### src/rtl/guess_scoreboard.sv
// Win/lose tally keeper for the guessing game.
// Saturating 2-digit BCD scores shown on a 4-digit muxed 7-seg display.
module guess_scoreboard #(
  parameter int REFRESH_DIV = 100000
) (
  input  logic       clk,
  input  logic       rst,
  input  logic       clr,
  input  logic       win,
  input  logic       lose,
  output logic [7:0] win_cnt,
  output logic [7:0] lose_cnt,
  output logic [3:0] an,
  output logic [6:0] seg,
  output logic       dp
);

  localparam int RW = $clog2(REFRESH_DIV);
  localparam logic [RW-1:0] RTOP = RW'(REFRESH_DIV - 1);

  logic          win_d;
  logic          lose_d;
  logic          win_pulse;
  logic          lose_pulse;
  logic [RW-1:0] rcnt;
  logic [1:0]    idx;
  logic [3:0]    nib;
  logic          tens;

  function automatic logic [7:0] bcd_inc(input logic [7:0] v);
    logic [7:0] r;
    if (v == 8'h99) begin
      r = v;
    end else if (v[3:0] == 4'd9) begin
      r = {v[7:4] + 4'd1, 4'd0};
    end else begin
      r = {v[7:4], v[3:0] + 4'd1};
    end
    return r;
  endfunction

  function automatic logic [6:0] seg_dec(input logic [3:0] d);
    logic [6:0] s;
    unique case (d)
      4'd0:    s = 7'b1000000;
      4'd1:    s = 7'b1111001;
      4'd2:    s = 7'b0100100;
      4'd3:    s = 7'b0110000;
      4'd4:    s = 7'b0011001;
      4'd5:    s = 7'b0010010;
      4'd6:    s = 7'b0000010;
      4'd7:    s = 7'b1111000;
      4'd8:    s = 7'b0000000;
      4'd9:    s = 7'b0010000;
      default: s = 7'b1111111;
    endcase
    return s;
  endfunction

  assign win_pulse  = win & ~win_d;
  assign lose_pulse = lose & ~lose_d;

  // Edge registers track the levels even during clr, so a
  // level spanning the clear is not counted again afterwards.
  always_ff @(posedge clk) begin
    if (rst) begin
      win_d    <= 1'b0;
      lose_d   <= 1'b0;
      win_cnt  <= 8'h00;
      lose_cnt <= 8'h00;
    end else begin
      win_d  <= win;
      lose_d <= lose;
      if (clr) begin
        win_cnt  <= 8'h00;
        lose_cnt <= 8'h00;
      end else begin
        if (win_pulse) begin
          win_cnt <= bcd_inc(win_cnt);
        end
        if (lose_pulse) begin
          lose_cnt <= bcd_inc(lose_cnt);
        end
      end
    end
  end

  always_ff @(posedge clk) begin
    if (rst) begin
      rcnt <= '0;
      idx  <= 2'd0;
    end else if (rcnt == RTOP) begin
      rcnt <= '0;
      idx  <= idx + 2'd1;
    end else begin
      rcnt <= rcnt + 1'b1;
    end
  end

  always_comb begin
    nib  = 4'd0;
    tens = 1'b0;
    unique case (idx)
      2'd0: nib = lose_cnt[3:0];
      2'd1: begin
        nib  = lose_cnt[7:4];
        tens = 1'b1;
      end
      2'd2: nib = win_cnt[3:0];
      2'd3: begin
        nib  = win_cnt[7:4];
        tens = 1'b1;
      end
      default: nib = 4'd0;
    endcase
  end

  always_comb begin
    an  = ~(4'b0001 << idx);
    dp  = (idx != 2'd2);
    seg = seg_dec(nib);
    if (tens && nib == 4'd0) begin
      seg = 7'b1111111;
    end
  end

endmodule

### config.mk
export PLATFORM = sky130hd
export DESIGN_NAME = guess_scoreboard
export DESIGN_NICKNAME = d
export VERILOG_FILES = /design/src/rtl/guess_scoreboard.sv
export SDC_FILE = /design/constraint.sdc
export NUM_CORES = 1
export LEC_CHECK = 0
export ABC_AREA = 1
export CAP_MARGIN = 20
export CORE_MARGIN = 10
export CORE_UTILIZATION = 55
export CTS_CLUSTER_DIAMETER = 100
export DETAILED_ROUTE_END_ITERATION = 8
export HOLD_SLACK_MARGIN = 0.05
export PLACE_DENSITY = 0.8
export SYNTH_ARGS = -nofsm -noshare
export SYNTH_HDL_FRONTEND = slang
export SYNTH_SLANG_ARGS = --single-unit
### constraint.sdc
create_clock -name clk -period 4.9 [get_ports clk]
set_clock_uncertainty 0.05 [all_clocks]
set_input_delay 0.735 -clock clk [delete_from_list [all_inputs] [get_ports clk]]
set_output_delay 0.735 -clock clk [all_outputs]
set_load 0.01 [all_outputs]
==> results of run 1 <==
## flip-flops by register name (all words and copies together) (netlist names)
| signal | flops |
|---|---|
| idx | 2 |
| lose_cnt | 8 |
| lose_d | 1 |
| rcnt | 17 |
| win_cnt | 8 |
| win_d | 1 |
## through the flow
step / setup WS (ns) / hold WS [ns] / cell area, sq um / std cells / utilization, %
floorplan: 2.253 / 0.3899 / 2341 / 356 / -
global placement: 1.626 / 0.4032 / 2700 / 435 / 66.54
detailed placement: 1.501 / 0.4164 / 2700 / 435 / 66.54
CTS: 1.178 / 0.4303 / 2811 / 443 / 69.29
global route: 0.9213 / 0.4781 / 2819 / 444 / 69.47
finish: 1.189 / 0.4252 / 2819 / 444 / 69.47
## cell families after synthesis
kind of cell | count (synthesis) | synth area share, %
AND/OR/NAND/NOR | 204 | 39.44
buffers and inverters | 58 | 9.834
flip-flops | 37 | 31.64
adder cells (fa/ha/maj) | 15 | 8.017
XOR/XNOR | 6 | 2.245
AO/OA/AOI/OAI | 36 | 8.819
## path summary, 6_finish.rpt
check / endpoint / slack [ns] / cells past startpoint / startpoint
setup / recovery: seg[6] / 1.19 / 11 / idx[0]
hold / removal: rcnt[0] / 0.43 / 1 / rcnt[0]
setup reg to reg: rcnt[15] / 3.36 / 8 / rcnt[0]
hold reg to reg: rcnt[0] / 0.43 / 1 / rcnt[0]
## critical path, stage by stage (launching register included)
cell and delay [ns]:
dfxtp_1 0.37, inv_1 0.11, ha_1 0.27, inv_2 0.10, nand2_1 0.05, o21ai_0 0.47, ha_1 0.24, inv_1 0.05
a21oi_1 0.14, nand3_2 0.16, nand3_1 0.13, clkdlybuf4s50_1 0.55
## layout make-up
class,instances,area [sq um]
clock buffer,6,72.57
clock inverter,2,38.79
fill,366,1239
inverter,55,206.4
multi-input combinational,261,1370
sequential,37,740.7
tap,50,62.56
timing repair buffer,33,327.8
## power groups by stage
stage | Sequential [mW] | Combinational, mW | Clock (mW)
6_report | 0.310 | 0.0449 | 0.266
5_1_grt | 0.311 | 0.0516 | 0.284
4_1_cts | 0.310 | 0.0448 | 0.274
3_5_place_dp | 0.317 | 0.0447 | 0
3_3_place_gp | 0.317 | 0.0438 | 0
2_1_floorplan | 0.316 | 0.0282 | 0
## cell usage after synthesis (3+ instances only)
master	n	area share (%)
a21oi_1	20	4.3
dfxtp_1	37	32
ha_1	15	8.0
inv_1	48	7.7
inv_2	7	1.1
nand2_1	89	14
nand2_2	5	1.3
nand3_1	35	7.5
nand3_2	3	1.3
nand4_1	6	1.6
nor2_1	53	8.5
nor2_2	4	1.1
o21ai_0	6	1.3
o21ai_1	5	1.1
xnor2_1	3	1.1
xor2_1	3	1.1
## per-layer routing
layer  wire, microns  GRT usage, %  part of all wire [%]
met5               0             0                     0
met4              76         4.940                   1.5
met3             319         4.302                   6.2
met2            2382         24.59                    46
met1            2367         17.03                    46
==> summary.md, run 1 <==
| Metric | Value |
|---|---|
| Clock buffer depth | 2 |
| Initial antenna violation count | 0 |
| Die X | 85.24 microns |
| Static leakage | 1.164 nW |
| Via-to-Cell Ratio | 4.962 |
| Clk pwr share | 42.9% |
| Clk sink count | 37 |
| WL final | 5146 microns |
| Post-synth EDFFs | 0 |
| Detailed Place HPWL | 4041 microns |
| Largest net degree at the start of global routing | 17 |
| Commonest non-fill, non-tap cell in the layout | nand2_1 |
| Gate power share | 7.2% |
| DRT antenna net count | 0 |
| Int Pwr | 0.4772 mW |
| IO Pins | 33 |
| Setup Buffers After CTS | 0 |
| Part of the power in registers | 49.9% |
| Worst-skew pair later-pin latency | 0.29 ns |
| Iter 0 DRT Violations | 94 |
| NetSw | 0.1436 mW |
| Final period utilization | 75.73% |
| CTS Hold Bufs | 0 |
| WS Path Type | flip-flop to primary output |
| F_max | 269.5 MHz |
| Pwr per Cell Area | 220.2 mW/mm^2 |
| Final hold vios | 0 |
| Fin nets | 413 |
| Initial Util | 57.69% |
| Worst Hold Class | flip-flop to flip-flop |
| Fin Setup TNS | 0 ns |
| IO Port Bufs | 32 |
| Startpoint Class | flip-flop |
| RePlAce Congestion | 0.8832 |
| Crit path max fanout | 7 |
| Status | finished clean |
| Commonest cells after routing, fill and taps aside | nand2_1, nor2_1, inv_1 |
| Area growth syn-to-layout | 20.42% |
| Req. time, crit path | 4.12 ns |
| Worst-margin pin slew | 0.5700 ns |
| Switching share of total power | 23.13% |
| Syn avg cell area | 6.576 sq um |
| Diode count | 0 |
| Syn_nets | 376 |
| Wire length per cell | 11.59 microns |
| Setup crit end kind | primary output |
| Max-slew violation count | 0 |
| Router iterations before antenna repair | 4 |
| Total power | 0.6208 mW |
| WP data arrival | 2.93 ns |
| Synthesis warning total | 0 |
| Syn Inst Count | 356 |
| Final Setup Violations | 0 |
| Number of global-route vias before repair | 2054 |
| CTS tree | built |
| Gr usage total | 14.56% |
| #FFs+latches synth | 37 |
| RSZ-0062 raised after global routing | false |
| Share of layout cells above drive strength 1 | 8.883% |
| CTS clock-pin slew for the worst setup and hold paths | 0.07 ns |
| Synthesized area | 0.002341 sq mm |
| Die ar. | 0.007266 sq mm |
| GR Overflow Total | 0 |
| Die Y | 85.24 microns |
| Peak VDD IR | 0.1966 mV |
| Synth async-reset ratio | 0% |
| Global-route wire length before repair | 9039 microns |
| Tmin final | 3.711 ns |
| Relative slew slack | 61.60% |
| Yosys cell types | 29 |
| DR vias | 2203 |
| Sequential area share after synthesis | 31.64% |
| Synth Flop Type | dfxtp_1 |
| Max Cap Viol | 0 |
| CTS Buf Count | 5 |
| Root Driver | clkbuf_8 |
| Drt drc | 0 |
| Area of the core | 0.004058 sq mm |
| Post_cts resized | 0 |
| H-tree depth | 2 |
| Row cnt | 23 |
(Power assumes the default switching activity.)
==> run 2, diff against run 1 <==
--- a/config.mk
+++ b/config.mk
@@ -8,11 +8,11 @@
 export ABC_AREA = 1
 export CAP_MARGIN = 20
 export CORE_MARGIN = 10
-export CORE_UTILIZATION = 55
+export CORE_UTILIZATION = 49
 export CTS_CLUSTER_DIAMETER = 100
 export DETAILED_ROUTE_END_ITERATION = 8
 export HOLD_SLACK_MARGIN = 0.05
-export PLACE_DENSITY = 0.8
+export PLACE_DENSITY = 0.76
 export SYNTH_ARGS = -nofsm -noshare
 export SYNTH_HDL_FRONTEND = slang
 export SYNTH_SLANG_ARGS = --single-unit
==> constraint.sdc (replaced) <==
create_clock -name clk -period 3.1 [get_ports clk]
set_clock_uncertainty 0.05 [all_clocks]
set_input_delay 0.465 -clock clk [delete_from_list [all_inputs] [get_ports clk]]
set_output_delay 0.465 -clock clk [all_outputs]
set_load 0.01 [all_outputs]
==> run 2 against run 1 <==
Against the previous run:
- combinational power grew 68%
- clock power grew 55%
- final cell count grew 1.4%
- global-route usage shrank 0.48 points
- via count grew 3.8%
- clock-buffer cell count shrank 1
- largest power group unchanged
- highest routed layer unchanged
==> summary.md, run 2 (same netlist as run 1, synthesis figures left out) <==
| Metric | Value |
|---|---|
| Number of global-route vias before repair | 2170 (+5.6%) |
| Die X | 89.12 microns (+4.6%) |
| Biggest cell delay along the critical path | 0.48 ns (-0.07 ns) |
| Static leakage | 1.266 nW (+8.8%) |
| F_max | 336.5 MHz |
| WHS | 0.4328 ns (+0.007686 ns) |
| Crit-path leading delay family | buffers and inverters |
| Share of layout cells above drive strength 1 | 12.63% (+3.7 points) |
| Total power | 0.9736 mW (+57%) |
| DR vias | 2286 (+3.8%) |
| IO Pins | 33 (unchanged) |
| Commonest non-fill, non-tap cell in the layout | nand2_1 |
| Largest regs | rcnt x17, lose_cnt x8, win_cnt x8 |
| Commonest cells after routing, fill and taps aside | nand2_1, nor2_1, inv_1 |
| DRT antenna net count | 0 (unchanged) |
| WP data arrival | 2.46 ns (-0.47 ns) |
| Initial Util | 49.89% (-7.8 points) |
| CTS clock-pin slew for the worst setup and hold paths | 0.07 ns (about the same) |
| Area of the core | 0.004692 sq mm (+16%) |
| CP max-delay cell | clkdlybuf4s50_1 |
| CTS tree | built |
| Clk sink count | 37 (unchanged) |
| Global-route wire length before repair | 9052 microns (+0.14%) |
| Row cnt | 25 (+8.7%) |
| Max FFs per register | 17 (unchanged) |
| Crit path max fanout | 5 (-2) |
| Final Setup Violations | 0 (unchanged) |
| Via-to-Cell Ratio | 5.080 (+2.4%) |
| Fillers | 448 (+22%) |
| Clock buffer depth | 2 (unchanged) |
| WL final | 5343 microns (+3.8%) |
| Detailed Place HPWL | 4032 microns (-0.24%) |
| WS Path Type | flip-flop to primary output |
| Pwr per Cell Area | 333.0 mW/mm^2 (+51%) |
| Die Y | 89.12 microns (+4.6%) |
| Iter 0 DRT Violations | 182 (+94%) |
| Status | finished clean |
| Critical Path Stages | 13 (+2) |
| GR Overflow Total | 0 (unchanged) |
| Max-slew violation count | 0 (unchanged) |
| Peak VDD IR | 0.2537 mV (+29%) |
| Area growth syn-to-layout | 24.91% |
| IO Port Bufs | 32 (unchanged) |
| Relative slew slack | 82.61% (+21 points) |
| CTS Buf Count | 5 (unchanged) |
| DP Area | 0.002728 sq mm (+1.0%) |
| Drt drc | 0 (unchanged) |
| Final std cells w/o fill | 450 (+1.4%) |
| Buf/Inv on CP | 6 (+2) |
| R2r setup slk | 1.58 ns (-1.78 ns) |
| Startpoint Class | flip-flop |
| Max Cap Viol | 0 (unchanged) |
| Largest Register | rcnt |
| Tmin final | 2.972 ns |
| Finished Cell Area | 0.002924 sq mm (+3.7%) |
| H-tree depth | 2 (unchanged) |
| Gr usage total | 14.08% (-0.48 points) |
| Router iterations before antenna repair | 5 (+1) |
| CP Cell Sequence | inv_4, ha_4, inv_2, nand2_1, o21ai_2, buf_4, inv_1, ha_1, inv_1, nand3_1, nand3_1, nand3_1, clkdlybuf4s50_1 |
| Initial antenna violation count | 0 (unchanged) |
| Worst-skew pair later-pin latency | 0.30 ns (about the same) |
| Setup crit end kind | primary output |
| Final hold vios | 0 (unchanged) |
| RePlAce Congestion | 0.9274 (+5.0%) |
| Fin nets | 416 (+0.73%) |
| Crit-path most repeated cell | nand3_1 |
| Final period utilization | 95.86% |
| Worst-margin pin slew | 0.2606 ns (-0.3095 ns) |
| FF-to-FF path depth | 8 (unchanged) |
| Diode count | 0 (unchanged) |
| Wire length per cell | 11.87 microns (+2.4%) |
| DP Cell Count | 442 (+1.6%) |
| Req. time, crit path | 2.58 ns (-1.54 ns) |
| Largest net degree at the start of global routing | 17 (unchanged) |
| Worst Hold Class | flip-flop to flip-flop |
| Layout Utilization | 62.32% (-7.2 points) |
| WHS Path Cells | 1 (unchanged) |
| Die ar. | 0.007942 sq mm (+9.3%) |
| Root Driver | clkbuf_8 |
==> run 2: changes by cell type in the layout (fill, tap and decap cells not counted), moves of 2 or more <==
cell             delta
ha_4                +4
inv_1               -2
ha_1                -4
nor2_2              +2
nor2_1              -2
clkdlybuf4s50_1     -5
dlymetal6s2s_1      +5
dfxtp_4             +2
dfxtp_1             -2
buf_4               +3
==> run 2: cell type report <==
class,count,area (sq um),area share [%]
clock buffer,5,68.82,2.353
clock inverter,2,35.03,1.198
inverter,55,209.0,7.146
multi-input combinational,261,1433,48.99
sequential,37,748.2,25.59
tap,54,67.56,2.311
timing repair buffer,36,362.8,12.41
==> run 2: where the power goes <==
group	switching, mW	internal [mW]	leakage, nW
combinational	0.0420	0.0335	0.911
sequential	0.00709	0.480	0.301
clock	0.177	0.234	0.0540
total	0.226	0.747	1.27
==> run 2: final timing paths <==
| check | startpoint | end |
|---|---|---|
| setup / recovery | idx[0] | seg[6] |
| setup reg to reg | rcnt[0] | rcnt[16] |
| hold / removal | rcnt[0] | rcnt[0] |
| hold reg to reg | rcnt[0] | rcnt[0] |
==> run 2: what timing repair did <==
item	4_1_cts	5_1_grt
hold buffers	0	0
endpoints found under the setup margin	7	7
resized for setup	6	19
pin swaps	1	1
buffers inserted	1	0
==> run 2: layer usage <==
metal  share of wire (%)  vias up  GRT usage [%]  wire length (microns)
li1                    -     1203              -                      -
met1                  42     1006          15.11                   2243
met2                  51       65          25.54                   2707
met3                 5.1       12          3.008                    273
met4                 2.2        0          6.647                    118
met5                   0        -              0                      0
==> run 2: metrics by stage <==
step	TNS, ns	setup WS [ns]
detailed placement	0	0.1675
global route	-0.03287	-0.01725
global placement	0	0.2947
CTS	0	0.002745
finish	0	0.1284
floorplan	0	0.7227
